**src/rtl/fsm_seq_detect_if.sv**
```systemverilog
// fsm_seq_detect_if: symbol stream, pattern-config and counter-control bus for fsm_seq_detect.
interface fsm_seq_detect_if #(
   parameter int SYM_W = 2,
   parameter int DEPTH = 3
);
   logic                     enable;
   logic                     sym_valid;
   logic [SYM_W-1:0]         sym;
   logic                     cfg_we;
   logic [$clog2(DEPTH)-1:0] cfg_idx;
   logic [SYM_W-1:0]         cfg_sym;
   logic                     cnt_clr;
   modport master (output enable, sym_valid, sym, cfg_we, cfg_idx, cfg_sym, cnt_clr);
   modport slave  (input  enable, sym_valid, sym, cfg_we, cfg_idx, cfg_sym, cnt_clr);
endinterface

```
**src/rtl/fsm_seq_detect.sv**
```systemverilog
// fsm_seq_detect: programmable DEPTH-symbol sequence detector with saturating match counter.
// Define FSM_SEQ_HOLD_EN to let a repeat of the last matched symbol hold progress.
module fsm_seq_detect #(
   parameter int SYM_W = 2,
   parameter int DEPTH = 3,
   parameter int CNT_W = 8,
   localparam int PW = $clog2(DEPTH + 1),
   localparam int IW = $clog2(DEPTH)
) (
   input  logic             clk,
   input  logic             reset,
   fsm_seq_detect_if.slave  bus,
   output logic [PW-1:0]    progress,
   output logic             match,
   output logic [CNT_W-1:0] match_cnt
);
   typedef enum logic [1:0] {ADVANCE, HOLD, RESTART, CLEAR} step_t;
   logic [SYM_W-1:0] pat [DEPTH];
   step_t            step_kind;
   logic             step, at_end, adv, hold, restart, match_nxt, cfg_ok;
   logic [IW-1:0]    idx_cur;
   logic [PW-1:0]    progress_nxt;
   logic [CNT_W-1:0] cnt_base, cnt_nxt;
   assign step    = bus.enable & bus.sym_valid & ~bus.cfg_we;
   assign at_end  = progress == PW'(DEPTH);
   assign idx_cur = at_end ? '0 : IW'(progress);
   assign adv     = !at_end && bus.sym == pat[idx_cur];
   assign restart = bus.sym == pat[0];
   assign cfg_ok  = 32'(bus.cfg_idx) < DEPTH;
`ifdef FSM_SEQ_HOLD_EN
   logic [IW-1:0] idx_prv;
   assign idx_prv = IW'(progress - 1'b1);
   assign hold    = progress != '0 && bus.sym == pat[idx_prv];
`else
   assign hold = 1'b0;
`endif
   always_comb begin
      step_kind    = adv ? ADVANCE : hold ? HOLD : restart ? RESTART : CLEAR;
      progress_nxt = progress;
      if (bus.cfg_we)
         progress_nxt = '0;
      else if (step)
         progress_nxt = step_kind == ADVANCE ? progress + 1'b1 :
                        step_kind == HOLD    ? progress :
                        step_kind == RESTART ? PW'(1) : '0;
      // only an advance out of DEPTH-1 enters DEPTH; holding there never re-pulses
      match_nxt = step && step_kind == ADVANCE && progress == PW'(DEPTH - 1);
      cnt_base  = bus.cnt_clr ? '0 : match_cnt;
      cnt_nxt   = match_nxt && cnt_base != '1 ? cnt_base + 1'b1 : cnt_base;
   end
   always_ff @(posedge clk or negedge reset) begin
      if (!reset) begin
         progress  <= '0;
         match     <= 1'b0;
         match_cnt <= '0;
         for (int i = 0; i < DEPTH; i++) pat[i] <= SYM_W'(i + 1);
      end else begin
         progress  <= progress_nxt;
         match     <= match_nxt;
         match_cnt <= cnt_nxt;
         if (bus.cfg_we && cfg_ok) pat[bus.cfg_idx] <= bus.cfg_sym;
      end
   end
   assert property (@(posedge clk) disable iff (!reset) progress <= PW'(DEPTH));
endmodule

```
**src/flat_wrapper.sv**
```systemverilog
// flat-port wrapper written by rule: the top's interface ports become plain ports
module fsm_seq_detect_flat 
#(
   parameter int SYM_W = 2,
   parameter int DEPTH = 3,
   parameter int CNT_W = 8,
   localparam int PW = $clog2(DEPTH + 1),
   localparam int IW = $clog2(DEPTH)
)
  (clk, reset, progress, match, match_cnt, bus_enable, bus_sym_valid, bus_sym, bus_cfg_we, bus_cfg_idx, bus_cfg_sym, bus_cnt_clr);
  fsm_seq_detect_if #(.SYM_W(SYM_W), .DEPTH(DEPTH)) bus_i ();
  input  logic clk;
  input  logic reset;
  output logic [PW-1:0] progress;
  output logic match;
  output logic [CNT_W-1:0] match_cnt;
  input wire logic [$bits(bus_i.enable)-1:0] bus_enable;
  input wire logic [$bits(bus_i.sym_valid)-1:0] bus_sym_valid;
  input wire logic [$bits(bus_i.sym)-1:0] bus_sym;
  input wire logic [$bits(bus_i.cfg_we)-1:0] bus_cfg_we;
  input wire logic [$bits(bus_i.cfg_idx)-1:0] bus_cfg_idx;
  input wire logic [$bits(bus_i.cfg_sym)-1:0] bus_cfg_sym;
  input wire logic [$bits(bus_i.cnt_clr)-1:0] bus_cnt_clr;
  assign bus_i.enable = bus_enable;
  assign bus_i.sym_valid = bus_sym_valid;
  assign bus_i.sym = bus_sym;
  assign bus_i.cfg_we = bus_cfg_we;
  assign bus_i.cfg_idx = bus_cfg_idx;
  assign bus_i.cfg_sym = bus_cfg_sym;
  assign bus_i.cnt_clr = bus_cnt_clr;
  fsm_seq_detect #(.SYM_W(SYM_W), .DEPTH(DEPTH), .CNT_W(CNT_W)) u_core (.clk(clk), .reset(reset), .bus(bus_i), .progress(progress), .match(match), .match_cnt(match_cnt));
endmodule
```
**config.mk**
```make
export PLATFORM = sky130hd
export DESIGN_NAME = fsm_seq_detect_flat
export DESIGN_NICKNAME = d
export VERILOG_FILES = /design/src/rtl/fsm_seq_detect_if.sv /design/src/rtl/fsm_seq_detect.sv /design/src/flat_wrapper.sv
export SDC_FILE = /design/constraint.sdc
export NUM_CORES = 1
export LEC_CHECK = 0
export CAP_MARGIN = 5
export CORE_MARGIN = 2
export CORE_UTILIZATION = 50
export CTS_CLUSTER_DIAMETER = 50
export DETAILED_ROUTE_END_ITERATION = 8
export DONT_BUFFER_PORTS = 1
export PLACE_DENSITY = 0.66
export SYNTH_ARGS = -nofsm -noshare
export SYNTH_HDL_FRONTEND = slang
export SYNTH_SLANG_ARGS = --single-unit
```
**constraint.sdc**
```tcl
create_clock -name clk -period 3.54 [get_ports clk]
set_clock_uncertainty 0.2 [all_clocks]
set_input_delay 1.062 -clock clk [delete_from_list [all_inputs] [get_ports clk]]
set_output_delay 1.062 -clock clk [all_outputs]
set_load 0.005 [all_outputs]
```
==> results of run 1 <==
-- cell usage in the layout (no fill, tap or decap), types with 3 or more instances in the layout --
cell type,netlist,layout
sky130_fd_sc_hd__dfrtp_1,13,13
sky130_fd_sc_hd__nor2_1,7,7
sky130_fd_sc_hd__xnor2_1,7,7
sky130_fd_sc_hd__nand3_1,6,6
sky130_fd_sc_hd__nor2b_1,5,5
sky130_fd_sc_hd__mux2_1,5,5
sky130_fd_sc_hd__ha_1,5,5
sky130_fd_sc_hd__mux2i_1,4,4
sky130_fd_sc_hd__nand2b_1,4,4
sky130_fd_sc_hd__nand2_1,4,4
sky130_fd_sc_hd__a21oi_1,4,4
sky130_fd_sc_hd__nand3b_1,4,4
sky130_fd_sc_hd__dfstp_2,4,4
sky130_fd_sc_hd__o31ai_1,3,3
sky130_fd_sc_hd__or4_1,3,3
sky130_fd_sc_hd__clkbuf_4,0,3
-- final cells by class --
class | count | area, sq um | share of cell area (%)
clock buffers | 3 | 22.52 | 2.059
clock inverters | 1 | 5.005 | 0.4577
inverters | 2 | 7.507 | 0.6865
multi-input cells | 78 | 594.3 | 54.35
flip-flops and latches | 17 | 430.4 | 39.36
well taps | 27 | 33.78 | 3.089
-- power by group through the flow --
stage / clock network, mW / registers, mW / logic, mW
after floorplan: 0 / 0.227 / 0.0699
after global placement: 0 / 0.231 / 0.0777
after detailed placement: 0 / 0.232 / 0.0785
after CTS: 0.109 / 0.228 / 0.0792
after global routing: 0.117 / 0.231 / 0.0901
final: 0.104 / 0.227 / 0.0783
-- worst register-to-register path, stage by stage, from the launching register on --
cell	delay (ns)
sky130_fd_sc_hd__dfrtp_1	0.45
sky130_fd_sc_hd__inv_1	0.10
sky130_fd_sc_hd__ha_1	0.20
sky130_fd_sc_hd__mux2i_1	0.23
sky130_fd_sc_hd__xor2_1	0.11
sky130_fd_sc_hd__a22oi_1	0.53
sky130_fd_sc_hd__nor2_1	0.17
sky130_fd_sc_hd__mux2_1	0.35
-- flip-flops by register name, summed over array words and instances, names as in the netlist --
| register | count |
|---|---|
| u_core.match | 1 |
| u_core.match_cnt | 8 |
| u_core.pat | 6 |
| u_core.progress | 2 |
-- per-layer routing --
layer	track usage [%]	up-vias	wire length, um
met5	0	-	0
met4	4.167	0	9
met3	4.545	2	118
met2	24.67	18	826
met1	23.74	346	869
li1	-	360	-
-- kinds of logic (layout without fill, tap and decap cells) --
group	after synthesis	in the layout	share of synthesized area, %
simple gates	42	42	24.55
flops	17	17	41.20
compound gates	11	11	7.426
mux	11	11	11.38
xor+xnor	9	9	7.545
fa+ha+maj	5	5	5.988
buf+inv	4	6	1.916
-- path summary, 6_finish.rpt --
check                                          startpoint                              to  cells past startpoint
min in group clk                u_core.pat[2]$_DFFE_PN0P_       u_core.pat[2]$_DFFE_PN0P_                      1
setup reg to reg           u_core.progress[1]$_DFFE_PN0P_   u_core.match_cnt[1]$_DFF_PN0_                      7
max in group asynchronous                           reset       u_core.pat[0]$_DFFE_PN1P_                      0
setup / recovery                              bus_cnt_clr   u_core.match_cnt[3]$_DFF_PN0_                      7
hold / removal                                      reset  u_core.progress[1]$_DFFE_PN0P_                      0
hold reg to reg                 u_core.pat[2]$_DFFE_PN0P_       u_core.pat[2]$_DFFE_PN0P_                      1
-- stage by stage --
step / instance area [sq um] / setup slack [ns] / std cells
6_report: 1094 / 0.9759 / 128
5_1_grt: 1094 / 0.8505 / 128
4_1_cts: 1094 / 0.9901 / 128
3_5_place_dp: 1066 / 0.6799 / 124
3_3_place_gp: 1066 / 0.7341 / 124
2_1_floorplan: 1045 / 0.6267 / 99
==> results by stage, run 1 <==
STA:
- The worst hold slack after final layout is between 0.2 and 0.3 ns.
- The aggregate negative setup slack is 0 ns.
- The worst slew margin relative to its limit is approximately three fifths.
- Setup violations remaining at the end of the flow were counted as 0.
- The number of pins exceeding their max-slew limit in the final report came to 0.
- Setup repair after global routing left no endpoint under its margin.
- Timing would allow up to 390.0 MHz.
- At the pin with the least slew margin, the transition time is 0.6114 ns.
- The number of endpoints with negative hold slack in the final report was 0.
- The final cycle utilization of the critical path is 72.43%.
- Subtracting the final worst setup slack from the clock period gives approximately 2.6 ns.

Synth:
- The area of the mapped netlist is 1045 sq um.
- Synthesis produced ~100 cells.
- By instance count, the leading cell after synthesis is sky130_fd_sc_hd__dfrtp_1.
- The number of unique standard cell types used by synthesis is 32.
- By count the netlist is led by sky130_fd_sc_hd__dfrtp_1 (13), sky130_fd_sc_hd__nor2_1 (7), sky130_fd_sc_hd__xnor2_1 (7).
- The number of flops mapped to enable cells by yosys is 0.
- Summed over all instances, the cell type with the most area after synthesis is sky130_fd_sc_hd__dfrtp_1.
- Counting flops and latches in the post-synthesis netlist gives 17.
- The average cell area after synthesis is approximately 11 sq um.
- For this run, the register share of the synthesized area comes to between 40 and 50%.
- Counting flops with an async set or reset pin after synthesis yields a share of between 90% and 100%.
- When the netlist entered floorplanning its net count stood at approximately 120.
- The primary flip-flop cell chosen by synthesis mapping is sky130_fd_sc_hd__dfrtp_1.
- After synthesis, the cell types taking the most area are sky130_fd_sc_hd__dfrtp_1 (31%), sky130_fd_sc_hd__dfstp_2 (10%), sky130_fd_sc_hd__ha_1 (6.0%).
- Yosys printed 0 warnings.
- Of the post-synthesis cell area, the dominant cell type holds between 30% and 40%.

Worst setup path:
- In this run the worst path has a maximum fanout of 10.
- Walking the worst path, the cells encountered are nor2b_1, ha_1, nand3_1, nor2_2, a311o_1, or4_1, a21oi_1.
- STA puts the critical path data required time at roughly 3.6 ns.
- STA classifies the critical path endpoint as a register.
- The critical path data arrival time is ~2.6 ns.
- STA classifies the critical path startpoint as an input port.
- The cell type group with the largest total delay on the critical path is simple AND/OR/NAND/NOR gates.
- The cell with the largest stage delay on the worst path is sky130_fd_sc_hd__or4_1.
- Together, buffers and inverters on the worst path number 0.
- The category of the critical setup timing path is in2reg.
- The largest single stage delay on the critical path is ~0.5 ns.
- The minimum setup slack among reg-to-reg paths is 1.09 ns.

Place:
- The half-perimeter wire length after placement is 1.420 mm.
- Port buffering added 0 buffers.
- The placer congestion estimate is between 0.8 and 0.9.

Power:
- In this run the power density over the cells is approximately 370 nW/um^2.
- For this design the total switching power over the nets is between 0.1 and 0.15 mW.
- The leakage power summed over all cells is around 0.47 nW.
- Of the total power, the share spent switching nets is ~28%.
- Of the total power, registers draw a little under three fifths.
- In this run, the clock network consumes around 25% of the power.
- The worst-case vdd ir drop is ~210 uV.
- The internal power of the cells totals between 0.2 and 0.3 mW.
- The power share of the combinational group is about a fifth.
- The overall power after layout is 0.4097 mW.

Routing:
- The count of vias placed by the detailed router is between 700 and 800.
- In the routed design, unresolved DRC markers number 0.
- The per-cell via count in the routed design is roughly 5.7.
- The first-pass iteration count of the detailed router is 4.
- The DRC marker count from the first detailed-route iteration is 17.
- In the final routed layout, each cell accounts on average for 14.24 um.
- The detail route stage leaves a number of antenna-violating nets equal to 0.
- Summed over all layers, the routed wires come to 1.823 mm.

Clock network:
- Hold repair after CTS inserted 0 buffers.
- The number of gates resized after CTS was 0.
- Buffers inserted during clock tree synthesis total 3.
- The clock drives 17 sinks.
- TritonCTS built the clock tree.
- The number of H-tree branching levels is 1.
- The later-pin clock latency in the skew report is 0.28 ns.
- Post-CTS timing repair inserted 0 buffers for setup.
- The buffer cell driving the clock tree root is sky130_fd_sc_hd__clkbuf_4.
- The clock passes through at most 2 buffers.
- The register clock-pin slew on the reported worst setup and hold paths is around 0.10 ns.

Floorplanning:
- The starting utilization of the core area is between 50 and 60%.
- In this run the count of I/O pins placed on the die edge is 23.
- The floorplan step set the die height to roughly 50 um.
- The floorplan has 16 rows.
- The die area is roughly 2500 sq um.
- The core region is 1962 sq um.
- The horizontal die dimension is around 50 um.

Global routing:
- Entering global routing, the biggest net connects 18 pins.
- The first global-routing pass estimated approximately 3.2 mm of wire.
- The via count of the first global-routing pass was 699.
- The initial antenna violation count is 0.
- The total grt overflow is 0.
- The total routing resource utilization after global routing is between 15 and 20%.

Layout:
- The synthesis-to-layout area growth is 4.671%.
- Cells fill between 50% and 60% of the core in the end.
- The count of antenna diodes in the layout is 0.
- The fraction of layout cells with a size suffix above 1 is between 10% and 20%.
- The net count of the finished layout is approximately 120.
- The layout filler cell count is just under 200.

Hold path:
- The worst hold path belongs to the class in2async.

Run status:
- The run finished with clean final reports.

Run:
- The max-capacitance violation count is 0.
No activity file was read; power rests on OpenSTA's default activity.
==> run 2: changes to the inputs <==
Settings changed: PLACE_DENSITY 0.66 to 0.69.
Clock period 3.54 ns to 2.3 ns, I/O delays scaled along.
==> run 2 against run 1 <==
  * Critical path type is now reg2reg
  * Via count rose by 12%
  * Register-to-register slack got worse by 1.0 ns
  * Routed wire length rose by 26%
  * Sequential cell count did not move
==> results by stage, run 2 (synthesis gave the netlist of run 1 again) <==
Run status:
- The run finished with clean final reports.

Layout:
- The commonest non-fill, non-tap cell in the layout is sky130_fd_sc_hd__dfrtp_1.
- The final non-filler cell total is 136 (+6.3%).
- The core occupancy in the finished layout is 63.97% (+8.2 points).
- The layout filler cell count was 169 (-13%).
- The number of nets at the end of the flow is 127 (+6.7%).
- The count of antenna diodes in the layout is 0 (unchanged).
- The flip-flop count of the largest register, all copies and words added is 8 (unchanged).
- The largest registers in the layout are u_core.match_cnt x8, u_core.pat x6, u_core.progress x2.
- The top cell types in the final layout, fill and taps aside, are sky130_fd_sc_hd__dfrtp_1 (12), sky130_fd_sc_hd__nor2_1 (6), sky130_fd_sc_hd__xnor2_1 (6), sky130_fd_sc_hd__buf_4 (6).
- The fraction of layout cells with a size suffix above 1 is 35.78% (+24 points).
- u_core.match_cnt holds more flip-flops than any other register.
- The synthesis-to-layout area growth is 20.12%.

STA:
- The slew at the pin with the worst max-slew slack is 0.6234 ns (+0.01198 ns).
- The worst hold slack after final layout is 0.02066 ns (-0.2345 ns).
- The worst slew margin relative to its limit was 58.30% (-0.94 points).
- Derived from the worst setup path, the maximum achievable clock frequency is between 400 and 500 MHz.
- The number of setup violations in the final report is 0 (unchanged).
- The worst path setup slack after routing was 0.07815 ns (-0.8978 ns).
- The number of endpoints with negative hold slack in the final report is 0 (unchanged).
- The number of pins exceeding their max-slew limit in the final report is 0 (unchanged).
- The worst path needs about 2.2 ns of the cycle, external delays included.
- The final cycle utilization of the critical path is between 90% and 100%.
- The aggregate negative setup slack is 0 ns (unchanged).

Worst setup path:
- The combined buffer and inverter count along the critical path is 1 (+1).
- The critical path goes through inv_2, ha_4, mux2i_2, xor2_1, a22oi_2, or4_4, a21oi_2.
- The cell with the largest stage delay on the worst path is sky130_fd_sc_hd__or4_4.
- The delay of the slowest cell on the worst path is 0.55 ns (+0.05 ns).
- The type of element capturing the critical path is a register.
- The data required time of the worst path is 2.34 ns (-1.21 ns).
- The worst setup path is of the reg2reg kind.
- The biggest fanout along the worst timing path is 8 (-2).
- The startpoint kind of the worst setup timing path is a register.
- The critical path data arrival time is 2.26 ns (-0.32 ns).
- The cell type group with the largest total delay on the critical path is simple AND/OR/NAND/NOR gates.

Place:
- The half-perimeter wire length after placement is 1.569 mm (+10%).
- The placer congestion estimate came to 0.7710 (-3.6%).
- The number of input and output port buffers inserted is 0 (unchanged).
- The total placed cells including tap cells is 130 (+4.8%).
- The post-place setup slack was -0.02371 ns (-0.7036 ns).

Run:
- The max-capacitance violation count came to 0 (unchanged).

Clock network:
- The number of buffers on the longest clock path came to 2 (unchanged).
- The later-pin clock latency in the skew report is 0.30 ns (+0.02 ns).
- The number of H-tree branching levels was 1 (unchanged).
- The number of buffers added by the clock tree synthesis step is 3 (unchanged).
- The TritonCTS sink count was 17 (unchanged).
- TritonCTS built the clock tree.
- The buffer cell driving the clock tree root is sky130_fd_sc_hd__clkbuf_4.
- The number of post-CTS setup repair buffers came to 0 (unchanged).
- The register clock-pin slew on the reported worst setup and hold paths is 0.10 ns (about the same).

Routing:
- The sum of routed wire segments on met1 came to 988 um (+14%).
- The first-pass iteration count of the detailed router is 4 (unchanged).
- The wire length after detailed routing is 2.296 mm (+26%).
- The final routed DRC violation total came to 0 (unchanged).
- The post-detailed-route wirelength per cell is 16.88 um (+19%).
- The count of vias placed by the detailed router is 815 (+12%).
- The detailed route wirelength on metal2 was 1.150 mm (+39%).
- The routed length on met3 is 111 um (-5.9%).
- The remaining antenna violation count after routing is 0 (unchanged).
- The per-cell via count in the routed design is 5.993 (+5.7%).
- The DRC marker count from the first detailed-route iteration came to 19 (+2).
- In this run the top signal layer used is met4.

Floorplanning:
- The core region area is 1962 sq um (unchanged).
- The top-level port count is 23 (unchanged).
- The floorplan die height is 49.71 um (unchanged).
- The die area was 2471 sq um (unchanged).
- The horizontal die dimension was 49.71 um (unchanged).
- The starting utilization of the core area is 53.25% (unchanged).
- The number of cell rows is 16 (unchanged).

Global routing:
- The pin count of the biggest net entering global routing is 14 (-4).
- The first-pass GRT wire length came to 3.657 mm (+14%).
- The initial antenna violation count came to 0 (unchanged).
- The total grt overflow came to 0 (unchanged).
- The total routing resource utilization after global routing is 19.52% (+3.0 points).
- The via count of the first global-routing pass is 864 (+24%).

Hold path:
- The worst min-delay path category is in2async.

Power:
- The leakage power summed over all cells is 0.5151 nW (+10%).
- The worst-case vdd ir drop was 352.0 uV (+70%).
- The power density normalized to cell area is 552.3 nW/um^2 (+47%).
[run 2: final timing paths]
kind | start | endpoint | slack (ns) | cells past startpoint
min in group clk | bus_cnt_clr | u_core.match_cnt[3]$_DFF_PN0_ | 0.23 | 1
setup / recovery | u_core.progress[1]$_DFFE_PN0P_ | u_core.match_cnt[7]$_DFF_PN0_ | 0.08 | 7
hold / removal | reset | u_core.pat[1]$_DFFE_PN1P_ | 0.02 | 0
setup reg to reg | u_core.progress[1]$_DFFE_PN0P_ | u_core.match_cnt[7]$_DFF_PN0_ | 0.08 | 7
max in group asynchronous | reset | u_core.progress[0]$_DFFE_PN0P_ | 0.83 | 1
hold reg to reg | u_core.pat[2]$_DFFE_PN0P_ | u_core.pat[2]$_DFFE_PN0P_ | 0.34 | 1
[run 2: what timing repair did]
action                                  4_1_cts  5_1_grt
hold buffers                                  1        0
endpoints found under the hold margin        13        0
cloned                                        0        1
endpoints found under the setup margin        2        4
resized for setup                             1       17
pin swaps                                     0        5
[run 2: layout make-up]
class / instances / area (sq um) / area share [%]
Inverter: 2 / 7.507 / 0.5982
Clock buffer: 3 / 22.52 / 1.795
Timing Repair Buffer: 7 / 55.05 / 4.387
Sequential cell: 17 / 431.7 / 34.40
Clock inverter: 1 / 5.005 / 0.3988
Tap cell: 27 / 33.78 / 2.692
Multi-Input combinational cell: 79 / 699.4 / 55.73
[run 2: through the flow]
stage / total power [mW] / cell area [sq um]
floorplan: 0.4605 / 1079
global placement: 0.4950 / 1131
detailed placement: 0.4989 / 1131
CTS: 0.6721 / 1174
global route: 0.7326 / 1255
finish: 0.6931 / 1255
[run 2: power by group]
part | total (mW) | switching (mW) | leakage, nW | internal [mW]
Combinational | 0.175 | 0.0847 | 0.280 | 0.0900
Sequential | 0.354 | 0.0216 | 0.218 | 0.332
Clock | 0.165 | 0.0998 | 0.0177 | 0.0649
Total | 0.693 | 0.206 | 0.515 | 0.487
[run 2: per-layer routing]
layer	track usage [%]	vias up
met5	0	-
met4	6.944	0
met3	5.758	7
met2	33.56	25
met1	22.96	403
li1	-	380
==> run 3: changes to the inputs <==
Settings changed: CORE_UTILIZATION 50 to 39, PLACE_DENSITY 0.69 to 0.56.
Clock period 2.3 ns to 2 ns, I/O delays scaled along.
==> run 3 against run 2 <==
  * The flow now finishes with violations (negative setup slack)
  * Die area is 26% higher
  * Combinational power increased by 54%
  * Largest power group unchanged
  * Routed wire length up 3.1%
  * Largest cell class unchanged
==> results by stage, run 3 (synthesis gave the netlist of run 1 again) <==
Routing:
- The wire length after detailed routing came to 2.368 mm (+3.1%).
- The remaining antenna violation count after routing came to 0 (unchanged).
- The DRC marker count from the first detailed-route iteration is 12 (-7).
- The final routed DRC violation total is 0 (unchanged).
- The count of vias placed by the detailed router came to 832 (+2.1%).
- The per-cell via count in the routed design is 5.333 (-11%).
- The first-pass iteration count of the detailed router was 4 (unchanged).
- The post-detailed-route wirelength per cell is 15.18 um (-10%).

Floorplanning:
- The number of cell rows is 18 (+2).
- The top-level port count is 23 (unchanged).
- The die area came to 3109 sq um (+26%).
- The starting utilization of the core area is 41.79% (-11 points).
- The floorplan die height is 55.76 um (+12%).
- The core region area is 2500 sq um (+27%).
- The horizontal die dimension came to 55.76 um (+12%).

Run status:
- The run finished, with violations left.
- The final reports fail on negative setup slack.

Global routing:
- The total grt overflow came to 0 (unchanged).
- The pin count of the biggest net entering global routing is 18 (+4).
- The via count of the first global-routing pass came to 886 (+2.5%).
- The first-pass GRT wire length is 3.898 mm (+6.6%).
- The total routing resource utilization after global routing came to 15.77% (-3.8 points).
- The initial antenna violation count was 0 (unchanged).

Layout:
- The largest registers in the layout are u_core.match_cnt x8, u_core.pat x6, u_core.progress x2.
- The top cell types in the final layout, fill and taps aside, are sky130_fd_sc_hd__buf_4 (23), sky130_fd_sc_hd__dfrtp_1 (12), sky130_fd_sc_hd__nor2_1 (6), sky130_fd_sc_hd__xnor2_1 (6), sky130_fd_sc_hd__nand3_1 (5).
- The number of nets at the end of the flow is 144 (+13%).
- The area growth from synthesis to layout is 39.16%.
- The layout filler cell count was 204 (+21%).
- The fraction of layout cells with a size suffix above 1 is 51.59% (+16 points).
- The register with the most flip-flops in the final layout is u_core.match_cnt.
- Leaving out fill and tap cells, the most frequent cell in the layout is sky130_fd_sc_hd__buf_4.
- The flip-flop count of the largest register, all copies and words added was 8 (unchanged).
- The count of antenna diodes in the layout is 0 (unchanged).
- The core occupancy in the finished layout came to 58.16% (-5.8 points).

Worst setup path:
- STA classifies the critical path endpoint as a register.
- The combined buffer and inverter count along the critical path was 1 (unchanged).
- The category of the critical setup timing path is reg2reg.
- The most critical setup path has its endpoint at u_core.match_cnt[3]$_DFF_PN0_.
- The biggest fanout along the worst timing path was 7 (-1).
- The slowest stage of the critical path is the sky130_fd_sc_hd__or4_4 cell.
- In this run the critical register-to-register path is captured at u_core.match_cnt[3]$_DFF_PN0_.
- The data required time of the worst path came to 2.01 ns (-0.33 ns).
- The depth of the worst register-to-register path was 7 (unchanged).
- The delay of the slowest cell on the worst path came to 0.58 ns (+0.03 ns).
- The startpoint identified for the worst register-to-register timing path is u_core.progress[1]$_DFFE_PN0P_.
- STA classifies the critical path startpoint as a register.
- The kind of cell with the highest combined delay along the critical path is simple AND/OR/NAND/NOR gates.
- The depth of the critical timing path with buffers and inverters included is 7 (unchanged).
- The minimum setup slack among reg-to-reg paths is -0.25 ns (-0.33 ns).
- The critical path data arrival time came to 2.27 ns (about the same).
- In this run the worst setup path begins at u_core.progress[1]$_DFFE_PN0P_.
- Traced cell by cell, the critical path runs through inv_2, ha_4, mux2i_4, xor2_2, a22oi_2, or4_4, a21oi_4.

STA:
- Setup repair after global routing could not meet its margin everywhere.
- The number of setup violations in the final report was 10 (+10).
- The number of endpoints with negative hold slack in the final report is 0 (unchanged).
- The worst path setup slack after routing is -0.2545 ns (-0.3326 ns).
- The fmax was 443.6 MHz (-1.4%).
- The worst hold slack after final layout is 0.1554 ns (+0.1347 ns).
- The worst slew margin relative to its limit was 45.27% (-13 points).
- The post-layout minimum cycle time was 2.254 ns (+0.03264 ns).
- The slew at the pin with the worst max-slew slack is 0.8182 ns (+0.1948 ns).
- The number of pins exceeding their max-slew limit in the final report came to 0 (unchanged).
- The final cycle utilization of the critical path was 112.7% (+16 points).

Clock network:
- The later-pin clock latency in the skew report is 0.28 ns (-0.02 ns).
- The number of H-tree branching levels came to 1 (unchanged).
- The register clock-pin slew on the reported worst setup and hold paths is 0.10 ns (about the same).
- The cell sitting at the root of the clock tree is a sky130_fd_sc_hd__clkbuf_4.
- The number of buffers on the longest clock path was 2 (unchanged).
- The number of buffers added by the clock tree synthesis step is 3 (unchanged).
- The CTS tree is built.
- The TritonCTS sink count is 17 (unchanged).

Power:
- The overall power after layout is 0.8652 mW (+25%).
- The leakage power summed over all cells is 0.6092 nW (+18%).
- The worst-case vdd ir drop is 346.3 uV (-1.6%).
- The power density normalized to cell area came to 595.1 nW/um^2 (+7.8%).

Place:
- The post-place setup slack came to -0.2976 ns (-0.2739 ns).
- The number of input and output port buffers inserted is 0 (unchanged).
- The half-perimeter wire length after placement is 1.668 mm (+6.3%).
- The placer congestion estimate is 0.8210 (+6.5%).

Hold path:
- The path class of the tightest hold or removal check is in2reg.

Run:
- The max-capacitance violation count is 0 (unchanged).
==> run 3: cell types whose count changed in the layout (fill, tap and decap cells not counted), moves of 2 or more <==
cell and change:
sky130_fd_sc_hd__ha_2 +2, sky130_fd_sc_hd__o31ai_1 -2, sky130_fd_sc_hd__mux2i_1 -2, sky130_fd_sc_hd__buf_4 +17
==> run 3: worst min path at each step <==
stage                start                       endpoint  cells past startpoint
2_1_floorplan        reset         u_core.match$_DFF_PN0_                      0
3_3_place_gp         reset         u_core.match$_DFF_PN0_                      0
3_5_place_dp         reset         u_core.match$_DFF_PN0_                      0
4_1_cts        bus_cnt_clr  u_core.match_cnt[3]$_DFF_PN0_                      1
5_1_grt        bus_cnt_clr  u_core.match_cnt[7]$_DFF_PN0_                      1
6_report       bus_cnt_clr  u_core.match_cnt[7]$_DFF_PN0_                      1
==> run 3: layer usage <==
layer	track usage, %	vias up	wire length, um
met2	26.87	19	1173
met1	19.51	398	1072
met5	0	-	0
li1	-	411	-
met4	3.833	0	21
met3	4.651	4	100
==> run 3: repair_timing <==
action	in CTS	in global routing
hold buffers	1	0
setup buffers	5	2
setup endpoints to repair	8	10
gates resized for setup	12	18
pin swaps	10	9
hold endpoints to repair	17	0
==> run 3: stage by stage <==
stage	instances	instance area [sq um]	TNS (ns)
3_3_place_gp	145	1230	-1.115
2_1_floorplan	99	1084	-1.211
4_1_cts	155	1358	-1.167
6_report	156	1454	-1.801
3_5_place_dp	145	1230	-1.215
5_1_grt	156	1454	-2.639
==> run 3: layout make-up <==
cell class,instances,area (sq um),area share (%)
repair buffers,25,193.9,13.34
well taps,30,37.54,2.582
inverters,2,7.507,0.5164
flip-flops and latches,17,431.7,29.69
clock buffers,4,26.28,1.807
multi-input cells,78,757.0,52.07
==> run 3: where the power goes <==
| part | leakage, nW | switching (mW) | internal, mW |
|---|---|---|---|
| Combinational | 0.377 | 0.119 | 0.150 |
| Clock | 0.0150 | 0.109 | 0.0774 |
| Sequential | 0.218 | 0.0270 | 0.382 |
